$ cat src/rtl/pc_seq_pkg.sv
// Shared definitions for the program-counter sequencer: state encoding and
// default prescaler divisors.
package pc_seq_pkg;

    typedef enum logic [1:0] {
        ST_IDLE = 2'd0,
        ST_RUN  = 2'd1,
        ST_FAST = 2'd2
    } pc_state_e;

    localparam int DEF_SLOW_DIV = 25_000_000;
    localparam int DEF_FAST_DIV = 250_000;

endpackage

$ cat src/rtl/pc_sequencer_edge_sync.sv
// Two-flop synchronizer plus history flop producing a one-cycle pulse on each
// rising transition of an asynchronous button level.
module edge_sync
    import pc_seq_pkg::*;
(
    input  logic clk,
    input  logic rst,
    input  logic btn,
    output logic rise
);

    logic       sync1_q, sync2_q, hist_q;
    logic       sync1_d, sync2_d, hist_d;
    logic [2:0] fill_q, fill_d;

    // fill_q marks when the history flop holds a real sample rather than its
    // reset value, so a button held through reset never looks like a new edge.
    always_comb begin
        sync1_d = btn;
        sync2_d = sync1_q;
        hist_d  = sync2_q;
        fill_d  = {fill_q[1:0], 1'b1};
    end

    always_ff @(posedge clk or posedge rst) begin
        if (rst) begin
            sync1_q <= 1'b0;
            sync2_q <= 1'b0;
            hist_q  <= 1'b0;
            fill_q  <= 3'b000;
        end else begin
            sync1_q <= sync1_d;
            sync2_q <= sync2_d;
            hist_q  <= hist_d;
            fill_q  <= fill_d;
        end
    end

    assign rise = sync2_q & ~hist_q & fill_q[2];

endmodule

$ cat src/rtl/pc_sequencer.sv
// Program-counter sequencer: single-step, slow run and fast run modes with a
// shared prescaler, synchronous jump and halt, and carry-out pulse.
module pc_sequencer
    import pc_seq_pkg::*;
#(
    parameter int WIDTH    = 8,
    parameter int SLOW_DIV = DEF_SLOW_DIV,
    parameter int FAST_DIV = DEF_FAST_DIV
) (
    input  logic             clk,
    input  logic             rst,
    input  logic             next_btn,
    input  logic             run_btn,
    input  logic             fast_btn,
    input  logic             halt,
    input  logic             load,
    input  logic [WIDTH-1:0] load_value,
    input  logic [WIDTH-1:0] step,
    output logic [WIDTH-1:0] pc,
    output logic [1:0]       state,
    output logic             adv,
    output logic             wrap
);

    localparam int              PW       = (SLOW_DIV > 1) ? $clog2(SLOW_DIV) : 1;
    localparam logic [PW-1:0]   SLOW_MAX = PW'(SLOW_DIV - 1);
    localparam logic [PW-1:0]   FAST_MAX = PW'(FAST_DIV - 1);

    logic [1:0] rst_sync_q;
    logic       rst_int;

    // Reset asserts immediately but releases two clock edges later.
    always_ff @(posedge clk or posedge rst) begin
        if (rst) rst_sync_q <= 2'b11;
        else     rst_sync_q <= {rst_sync_q[0], 1'b0};
    end
    assign rst_int = rst_sync_q[1];

    logic next_ev, run_ev, fast_ev;

    edge_sync u_next (.clk(clk), .rst(rst_int), .btn(next_btn), .rise(next_ev));
    edge_sync u_run  (.clk(clk), .rst(rst_int), .btn(run_btn),  .rise(run_ev));
    edge_sync u_fast (.clk(clk), .rst(rst_int), .btn(fast_btn), .rise(fast_ev));

    pc_state_e        state_q, state_d, cur_state;
    logic [WIDTH-1:0] pc_q, pc_d;
    logic [PW-1:0]    presc_q, presc_d, div_max;
    logic             adv_q, adv_d, wrap_q, wrap_d;
    logic             tick, adv_now;
    logic [WIDTH:0]   sum;

    always_comb begin
        case (state_q)
            ST_RUN:  cur_state = ST_RUN;
            ST_FAST: cur_state = ST_FAST;
            default: cur_state = ST_IDLE;
        endcase

        state_d = cur_state;
        if (halt)         state_d = ST_IDLE;
        else if (fast_ev) state_d = ST_FAST;
        else if (run_ev)  state_d = ST_RUN;

        div_max = (cur_state == ST_FAST) ? FAST_MAX : SLOW_MAX;
        tick    = (cur_state != ST_IDLE) && (presc_q == div_max);
        adv_now = !halt && !load && (tick || ((cur_state == ST_IDLE) && next_ev));
        sum     = {1'b0, pc_q} + {1'b0, step};

        pc_d   = pc_q;
        adv_d  = 1'b0;
        wrap_d = 1'b0;
        if (load) begin
            pc_d = load_value;
        end else if (adv_now) begin
            pc_d   = sum[WIDTH-1:0];
            adv_d  = 1'b1;
            wrap_d = sum[WIDTH];
        end

        // Re-entering the current mode is not a state change, so the count survives.
        if (load || tick || (state_d != cur_state) || (state_d == ST_IDLE))
            presc_d = '0;
        else
            presc_d = presc_q + 1'b1;
    end

    always_ff @(posedge clk or posedge rst_int) begin
        if (rst_int) begin
            state_q <= ST_IDLE;
            pc_q    <= '0;
            presc_q <= '0;
            adv_q   <= 1'b0;
            wrap_q  <= 1'b0;
        end else begin
            state_q <= state_d;
            pc_q    <= pc_d;
            presc_q <= presc_d;
            adv_q   <= adv_d;
            wrap_q  <= wrap_d;
        end
    end

    assign pc    = pc_q;
    assign state = state_q;
    assign adv   = adv_q;
    assign wrap  = wrap_q;

endmodule

$ cat config.mk
export PLATFORM = sky130hd
export DESIGN_NAME = pc_sequencer
export DESIGN_NICKNAME = d
export VERILOG_FILES = /design/src/rtl/pc_seq_pkg.sv /design/src/rtl/pc_sequencer_edge_sync.sv /design/src/rtl/pc_sequencer.sv
export SDC_FILE = /design/constraint.sdc
export NUM_CORES = 1
export LEC_CHECK = 0
export BUFFER_PORTS_ARGS = -buffer_cell sky130_fd_sc_hd__buf_4
export CAP_MARGIN = 10
export CORE_MARGIN = 2
export CORE_UTILIZATION = 57
export CTS_CLUSTER_DIAMETER = 150
export DETAILED_ROUTE_END_ITERATION = 16
export PLACE_DENSITY = 0.79
export SKIP_CTS_REPAIR_TIMING = 1
export SLEW_MARGIN = 20
export SYNTH_ARGS = -nofsm -noshare
export SYNTH_HDL_FRONTEND = slang
export SYNTH_SLANG_ARGS = --single-unit
$ cat constraint.sdc
create_clock -name clk -period 2 [get_ports clk]
set_clock_uncertainty 0.15 [all_clocks]
set_input_delay 0.4 -clock clk [delete_from_list [all_inputs] [get_ports clk]]
set_output_delay 0.4 -clock clk [all_outputs]
set_load 0.05 [all_outputs]
==> results.md, run 1 <==
- Outcome: finished, violations left
- Violated checks: setup timing
- DR WL/cell: 16.19 um
- Beginning of the worst register-to-register path: state[1]
- Final estimated routing congestion in global placement: 0.9766
- Number of different library cells in the post-synthesis netlist: 55
- NumNets Final: 385
- Minimum setup slack in the final design: -0.3199 ns
- Number of I/O port buffers: 34
- Post-Syn Area per Cell: 10.22 um^2
- Number of synthesis warnings: 0
- Proportion of synthesized chip area in sequential cells: 46.71%
- Global routing usage summed across all routing layers: 25.09%
- Power consumption: 2.219 mW
- Initial cell density of the core: 58.35%
- Final critical path time including I/O delays and setup: 2.320 ns
- Arrival time reported for the critical path endpoint: 2.38 ns
- Fraction of registers with async set/reset: 100.0%
- Hold Path End: u_fast.sync1_q
- Total of fill cells in the finished design: 324
- Area added between synthesis and finish: 30.58%
- Min-delay src: fast_btn
- Power per Cell Area: 620.7 nW/um^2
- Top library cells by usage in the layout, fill and taps aside: buf_4 (78), dfrtp_1 (46), nor2_1 (37)
- Net Count, Synth: 304
- Skew-Pair Late Insertion Delay: 0.31 ns
- Maximum clock frequency: 0.4311 GHz
- Die area: 5373 um^2
- Height of the die: 73.30 um
- Via count of the first global-routing pass: 2,275
- Antenna Diode Count: 0
- Required time reported for the critical path endpoint: 2.06 ns
- Clock transition time at the flip-flop clock pins of the worst setup and hold paths: 0.10 ns
- Worst supply voltage drop on vdd: 0.0004695 V
- Drt pass-1 iters: 4
- Number of cells traversed by the worst hold path: 1
- Maximum clock insertion buffer count: 2
- TritonCTS clock tree: done
- Number of enable-type register cells in the synthesized netlist: 0
- Placeable Area: 4692 um^2
- Number of register bits inferred by synthesis: 51
- Setup repair after global routing missed its margin: yes
- DRT antenna net count: 0
- Primary FF master, synth: dfrtp_1
- # H-tree levels: 2
- Maximum capacitance violations: 0
- Drt via density: 5.748
- Critical Path Start Type: register
- Fraction of the cycle the final worst path needs: 116.0%
- Most area-consuming cells after synthesis: dfrtp_1 (45%), ha_1 (5.5%), nor2_1 (5.3%)
- Worst setup path class: reg -> reg
- Iteration-0 DRC Markers: 129
- Maximum number of pins on one net before global-route repair: 29
- TritonCTS Buffers: 5
- Final number of hold-violating endpoints: 0
- Grt ovf: 0
- Type of element capturing the critical path: register
- Final setup violation count: 35
- First-pass GRT wire length: 10,430 um
- Area share of the leading cell type in the synthesized netlist: 44.79%
- Row count: 25
- Horiz. Die Dim: 73.30 um
- Worst min path class: in -> reg
- Via count: 2,322
- Cell leakage power: 1.580 nW
- Terminus of the critical flop-to-flop path: pc[2]
- Final WL: 6542 um
- Yosys top cell by area: dfrtp_1
- Initial antenna violation count: 0
- Boundary pin count: 35
- Synth Instances: 268
- Sinks on the clock net: 51
- HPWL Detailed: 4504 um
- Maximum fanout encountered on the critical timing path: 4
- Detailed-route DRC error count: 0
- R2r setup slk: -0.32 ns
- Final Util: 76.19%
- Cell at the root of the clock tree: clkbuf_8
- Length in cells of the worst reg-to-reg path: 7
- Post-synth design cell area: 2738 um^2
- Most frequent standard cell in the layout excluding fill and tap cells: buf_4
- Proportion of layout cells with a drive suffix above 1: 33.43%
- Number of pins exceeding their max-slew limit in the final report: 0
==> layer usage <==
metal | vias up | GRT usage (%) | wire length (um)
met1 | 1120 | 32.68 | 2780
met5 | - | 0 | 0
met4 | 0 | 7.273 | 103
met3 | 10 | 4.664 | 304
li1 | 1115 | - | -
met2 | 77 | 42.84 | 3354
==> sequential cells by signal, indices dropped and copies added, names as in the netlist, 2 cells and up <==
signal,flops
presc_q,25
pc,8
u_fast.fill_q,3
rst_sync_q,2
state,2
==> cells in the mapped netlist, drive strengths merged, types with 2 or more instances <==
cell	number
dfrtp	49
a211o	2
a21oi	2
o21a	2
buf	5
a31oi	4
conb	2
o21ai	2
clkbuf	3
and2	7
nor3	8
nor4bb	2
nand2	17
o311ai	3
nor4	2
inv	17
dfstp	2
ha	12
and4	2
and3	5
a21o	4
nand4	12
xor2	14
a211oi	2
o2111ai	7
o211ai	7
nand3	6
nor2	39
xnor2	12
==> logic make-up (layout without fill, tap and decap cells) <==
logic type      Yosys count  after routing  synth area share (%)
compound gates           45             46                 14.12
xor+xnor                 26             26                 8.318
fa+ha+maj                13             13                 6.216
buf+inv                  25            106                 4.845
flops                    51             51                 46.71
other cells               2              2                0.2743
simple gates            106            106                 19.52
==> area by class of cell <==
type                       instances  area (um^2)  share of cell area, %
multi-input combinational        193         1434                  40.11
timing repair buffer              81        626.9                  17.54
inverter                          17        63.81                  1.785
clock inverter                     3        31.28                 0.8750
tap                               54        67.56                  1.890
sequential                        51         1282                  35.88
clock buffer                       5        68.82                  1.925
==> worst max-delay path by stage <==
stage / depth (start not counted) / end / start
after floorplan: 8 / presc_q[12] / state[0]
after global placement: 8 / wrap / step[0]
after detailed placement: 8 / wrap / step[0]
after CTS: 8 / pc[1] / state[0]
after global routing: 8 / pc[6] / state[0]
final: 7 / pc[2] / state[1]
==> through the flow <==
stage / hold slack, ns / TNS, ns / setup slack (ns) / area, um^2 / cells
after global routing: 0.01564 / -12.71 / -0.4352 / 3575 / 404
after CTS: -0.06190 / -9.058 / -0.2837 / 3466 / 400
final: 0.03819 / -8.873 / -0.3199 / 3575 / 404
after detailed placement: 0.1441 / -6.815 / -0.3587 / 3366 / 392
after floorplan: 0.1615 / -10.43 / -0.3489 / 2769 / 268
after global placement: 0.1367 / -5.632 / -0.3230 / 3366 / 392
==> critical path, stage by stage, from the launching register on <==
cell and delay (ns):
dfrtp_2 0.46, ha_4 0.18, nor2_1 0.07, or4b_4 0.50, a221oi_4 0.39, buf_4 0.19
o21ai_2 0.06, o311ai_1 0.23
==> report_power, final <==
part / switching, mW / leakage, nW / internal (mW)
clock network: 0.394 / 0.0526 / 0.269
logic: 0.257 / 0.873 / 0.208
registers: 0.0246 / 0.655 / 1.07
total: 0.675 / 1.58 / 1.54
Power figures use the tool's default switching activity.
==> run 2: changes to the inputs <==
--- a/config.mk
+++ b/config.mk
@@ -16,4 +16,5 @@
 export SLEW_MARGIN = 20
 export SYNTH_ARGS = -nofsm -noshare
 export SYNTH_HDL_FRONTEND = slang
+export SYNTH_HIERARCHICAL = 1
 export SYNTH_SLANG_ARGS = --single-unit
==> run 2 against run 1 <==
- the flow still finishes with violations (setup timing)
- utilization grew 4.8 points
- total power grew 24%
- largest power group unchanged
- first-iteration DRC count fell by 31%
- worst hold slack got worse by 0.0080 ns
- maximum frequency shrank 0.19%
==> results.md, run 2 <==
- Outcome: finished, violations left
- Violated checks: setup timing
- Most frequent standard cell in the layout excluding fill and tap cells: buf_4
- Area share of the leading cell type in the synthesized netlist: 51.09% (+6.3 points)
- Iteration-0 DRC Markers: 89 (-31%)
- Final number of hold-violating endpoints: 0 (unchanged)
- Post-Syn Area per Cell: 11.00 um^2 (+7.6%)
- Final setup violation count: 34 (-2.9%)
- Sinks on the clock net: 57 (+12%)
- Fraction of registers with async set/reset: 100.0% (unchanged)
- Initial cell density of the core: 58.19% (-0.16 points)
- Horiz. Die Dim: 72.75 um (-0.76%)
- Detailed-route DRC error count: 0 (unchanged)
- Top library cells by usage in the layout, fill and taps aside: buf_4 (82), dfrtp_1 (48), nor2_1 (35)
- Type of element capturing the critical path: register
- Fraction of the cycle the final worst path needs: 116.2% (+0.22 points)
- Yosys top cell by area: dfrtp_1
- Top reg by flops: presc_q
- Final Non-Filler Cells: 398 (-1.5%)
- Boundary pin count: 35 (unchanged)
- Setup repair after global routing missed its margin: yes
- Die area: 5292 um^2 (-1.5%)
- Maximum number of pins on one net before global-route repair: 28 (-3.4%)
- Synth Instances: 245 (-8.6%)
- Proportion of layout cells with a drive suffix above 1: 38.37% (+4.9 points)
- Primary FF master, synth: dfrtp_1
- Most frequent cell after synthesis: dfrtp_1
- Final estimated routing congestion in global placement: 0.8342 (-15%)
- Post-synth design cell area: 2694 um^2 (-1.6%)
- DRT antenna net count: 0 (unchanged)
- Required time reported for the critical path endpoint: 2.06 ns (about the same)
- Cell at the root of the clock tree: clkbuf_8
- Inst Count DP: 379 (-3.3%)
- Proportion of synthesized chip area in sequential cells: 53.04% (+6.3 points)
- Number of pins exceeding their max-slew limit in the final report: 0 (unchanged)
- # H-tree levels: 3 (+1)
- Maximum capacitance violations: 0 (unchanged)
- Number of register bits inferred by synthesis: 57 (+12%)
- Total of fill cells in the finished design: 273 (-16%)
- Worst setup path class: reg -> reg
- Critical Path Start Type: register
- Most frequent cells after synthesis: dfrtp_1 (55), nor2_1 (35), inv_1 (16), xnor2_1 (16)
- Placeable Area: 4629 um^2 (-1.3%)
- Skew-Pair Late Insertion Delay: 0.33 ns (+0.02 ns)
- Global routing usage summed across all routing layers: 23.95% (-1.1 points)
- Power per Cell Area: 732.2 nW/um^2 (+18%)
- Most area-consuming cells after synthesis: dfrtp_1 (51%), ha_1 (5.6%), xnor2_1 (5.2%)
- First-pass GRT wire length: 9604 um (-7.9%)
- Number of synthesis warnings: 6 (+6)
- Minimum setup slack in the final design: -0.3243 ns (-0.004409 ns)
- Worst min path class: reg -> async
- Flip-flop count of the largest register after layout: 25 (unchanged)
- Drt pass-1 iters: 4 (unchanged)
- Maximum fanout encountered on the critical timing path: 5 (+1)
- DR WL/cell: 14.84 um (-8.4%)
- Number of different library cells in the post-synthesis netlist: 44 (-20%)
- Initial antenna violation count: 0 (unchanged)
- Cell leakage power: 1.736 nW (+9.9%)
- Row count: 25 (unchanged)
- Maximum clock insertion buffer count: 2 (unchanged)
- Length in cells of the worst reg-to-reg path: 8 (+1)
- Antenna Diode Count: 0 (unchanged)
- Final critical path time including I/O delays and setup: 2.324 ns (+0.004409 ns)
- TritonCTS Buffers: 9 (+4)
- Power consumption: 2.745 mW (+24%)
- Arrival time reported for the critical path endpoint: 2.38 ns (about the same)
- TritonCTS clock tree: done
- Area added between synthesis and finish: 39.15%
- Drt via density: 5.319 (-7.5%)
- Worst supply voltage drop on vdd: 0.0005307 V (+13%)
- Via count of the first global-routing pass: 2,194 (-3.6%)
- Maximum clock frequency: 0.4302 GHz (-0.19%)
- Clock transition time at the flip-flop clock pins of the worst setup and hold paths: 0.07 ns (-0.03 ns)
- Height of the die: 72.75 um (-0.76%)
- Grt ovf: 0 (unchanged)
- Final WL: 5906 um (-9.7%)
- Number of I/O port buffers: 34 (unchanged)
- NumNets Final: 375 (-2.6%)
- Via count: 2,117 (-8.8%)
- Number of enable-type register cells in the synthesized netlist: 0 (unchanged)
- Net Count, Synth: 281 (-7.6%)
- HPWL Detailed: 4214 um (-6.4%)
run 2: cell count changes after synthesis, sizes merged, moves of 4 or more:
cell	previous run	this run
nand4	12	5
nand2	17	10
a22o	0	4
xnor2	12	16
and2	7	1
o211ai	7	0
dfrtp	49	55
a221o	1	5
nor3b	0	4
o2111ai	7	0
a31oi	4	0
run 2: per-stage QoR:
stage	instance area [um^2]	worst slack (ns)	hold slack [ns]	setup TNS, ns	utilization, %
4_1_cts	3686	-0.3984	-0.04903	-8.451	79.62
3_5_place_dp	3481	-0.3909	0.03758	-7.970	75.19
2_1_floorplan	2810	-0.3033	0.007351	-6.607	-
5_1_grt	3749	-0.3965	0.02011	-10.31	80.97
3_3_place_gp	3481	-0.3359	0.02658	-6.364	75.19
6_report	3749	-0.3243	0.03021	-7.946	80.97
run 2: area by class of cell:
| cell class | count | area [um^2] | area share (%) |
|---|---|---|---|
| multi-input combinational | 168 | 1290 | 34.41 |
| timing repair buffer | 87 | 688.2 | 18.36 |
| clock buffer | 10 | 137.6 | 3.672 |
| clock inverter | 6 | 67.56 | 1.802 |
| sequential | 57 | 1438 | 38.35 |
| inverter | 16 | 60.06 | 1.602 |
| tap | 54 | 67.56 | 1.802 |
run 2: path summary, 6_finish.rpt:
kind	start	endpoint	slack [ns]
setup reg to reg	state[0]	pc[6]	-0.32
setup / recovery	state[0]	pc[6]	-0.32
hold reg to reg	rst_sync_q[1]	u_run/hist_q	0.03
hold / removal	rst_sync_q[1]	u_run/hist_q	0.03
min in group clk	next_btn	u_next/sync1_q	0.03
max in group asynchronous	rst_sync_q[1]	presc_q[5]	1.06
run 2: kinds of logic after synthesis:
logic type | after synthesis | share of synthesized area [%]
other | 4 | 0.5572
buffers and inverters | 21 | 3.762
adder cells (fa/ha/maj) | 13 | 6.317
AO/OA/AOI/OAI | 28 | 8.174
flip-flops | 57 | 53.04
XOR/XNOR | 28 | 9.103
AND/OR/NAND/NOR | 94 | 19.04
run 2: metal layers:
metal  up-vias  wire [um]  track usage [%]  part of all wire [%]
met4         0         87            9.465                   1.5
met1      1034       2486            29.61                    42
met5         -          0                0                     0
li1       1025          -                -                     -
met2        50       3118            40.81                    53
met3         8        213            5.387                   3.6
run 2: power by group:
group	leakage [nW]	internal, mW	switching [mW]
Combinational	0.914	0.204	0.225
Sequential	0.723	1.20	0.0293
Clock	0.0985	0.610	0.479
Total	1.74	2.01	0.733
run 2: worst max-delay path: stages (launching register included):
cell and delay, ns:
dfrtp_2 0.41, inv_2 0.08, ha_4 0.15, and4bb_2 0.22
nand4b_1 0.16, a2111oi_4 0.49, o21a_4 0.23, nor3b_1 0.06
a221o_1 0.25
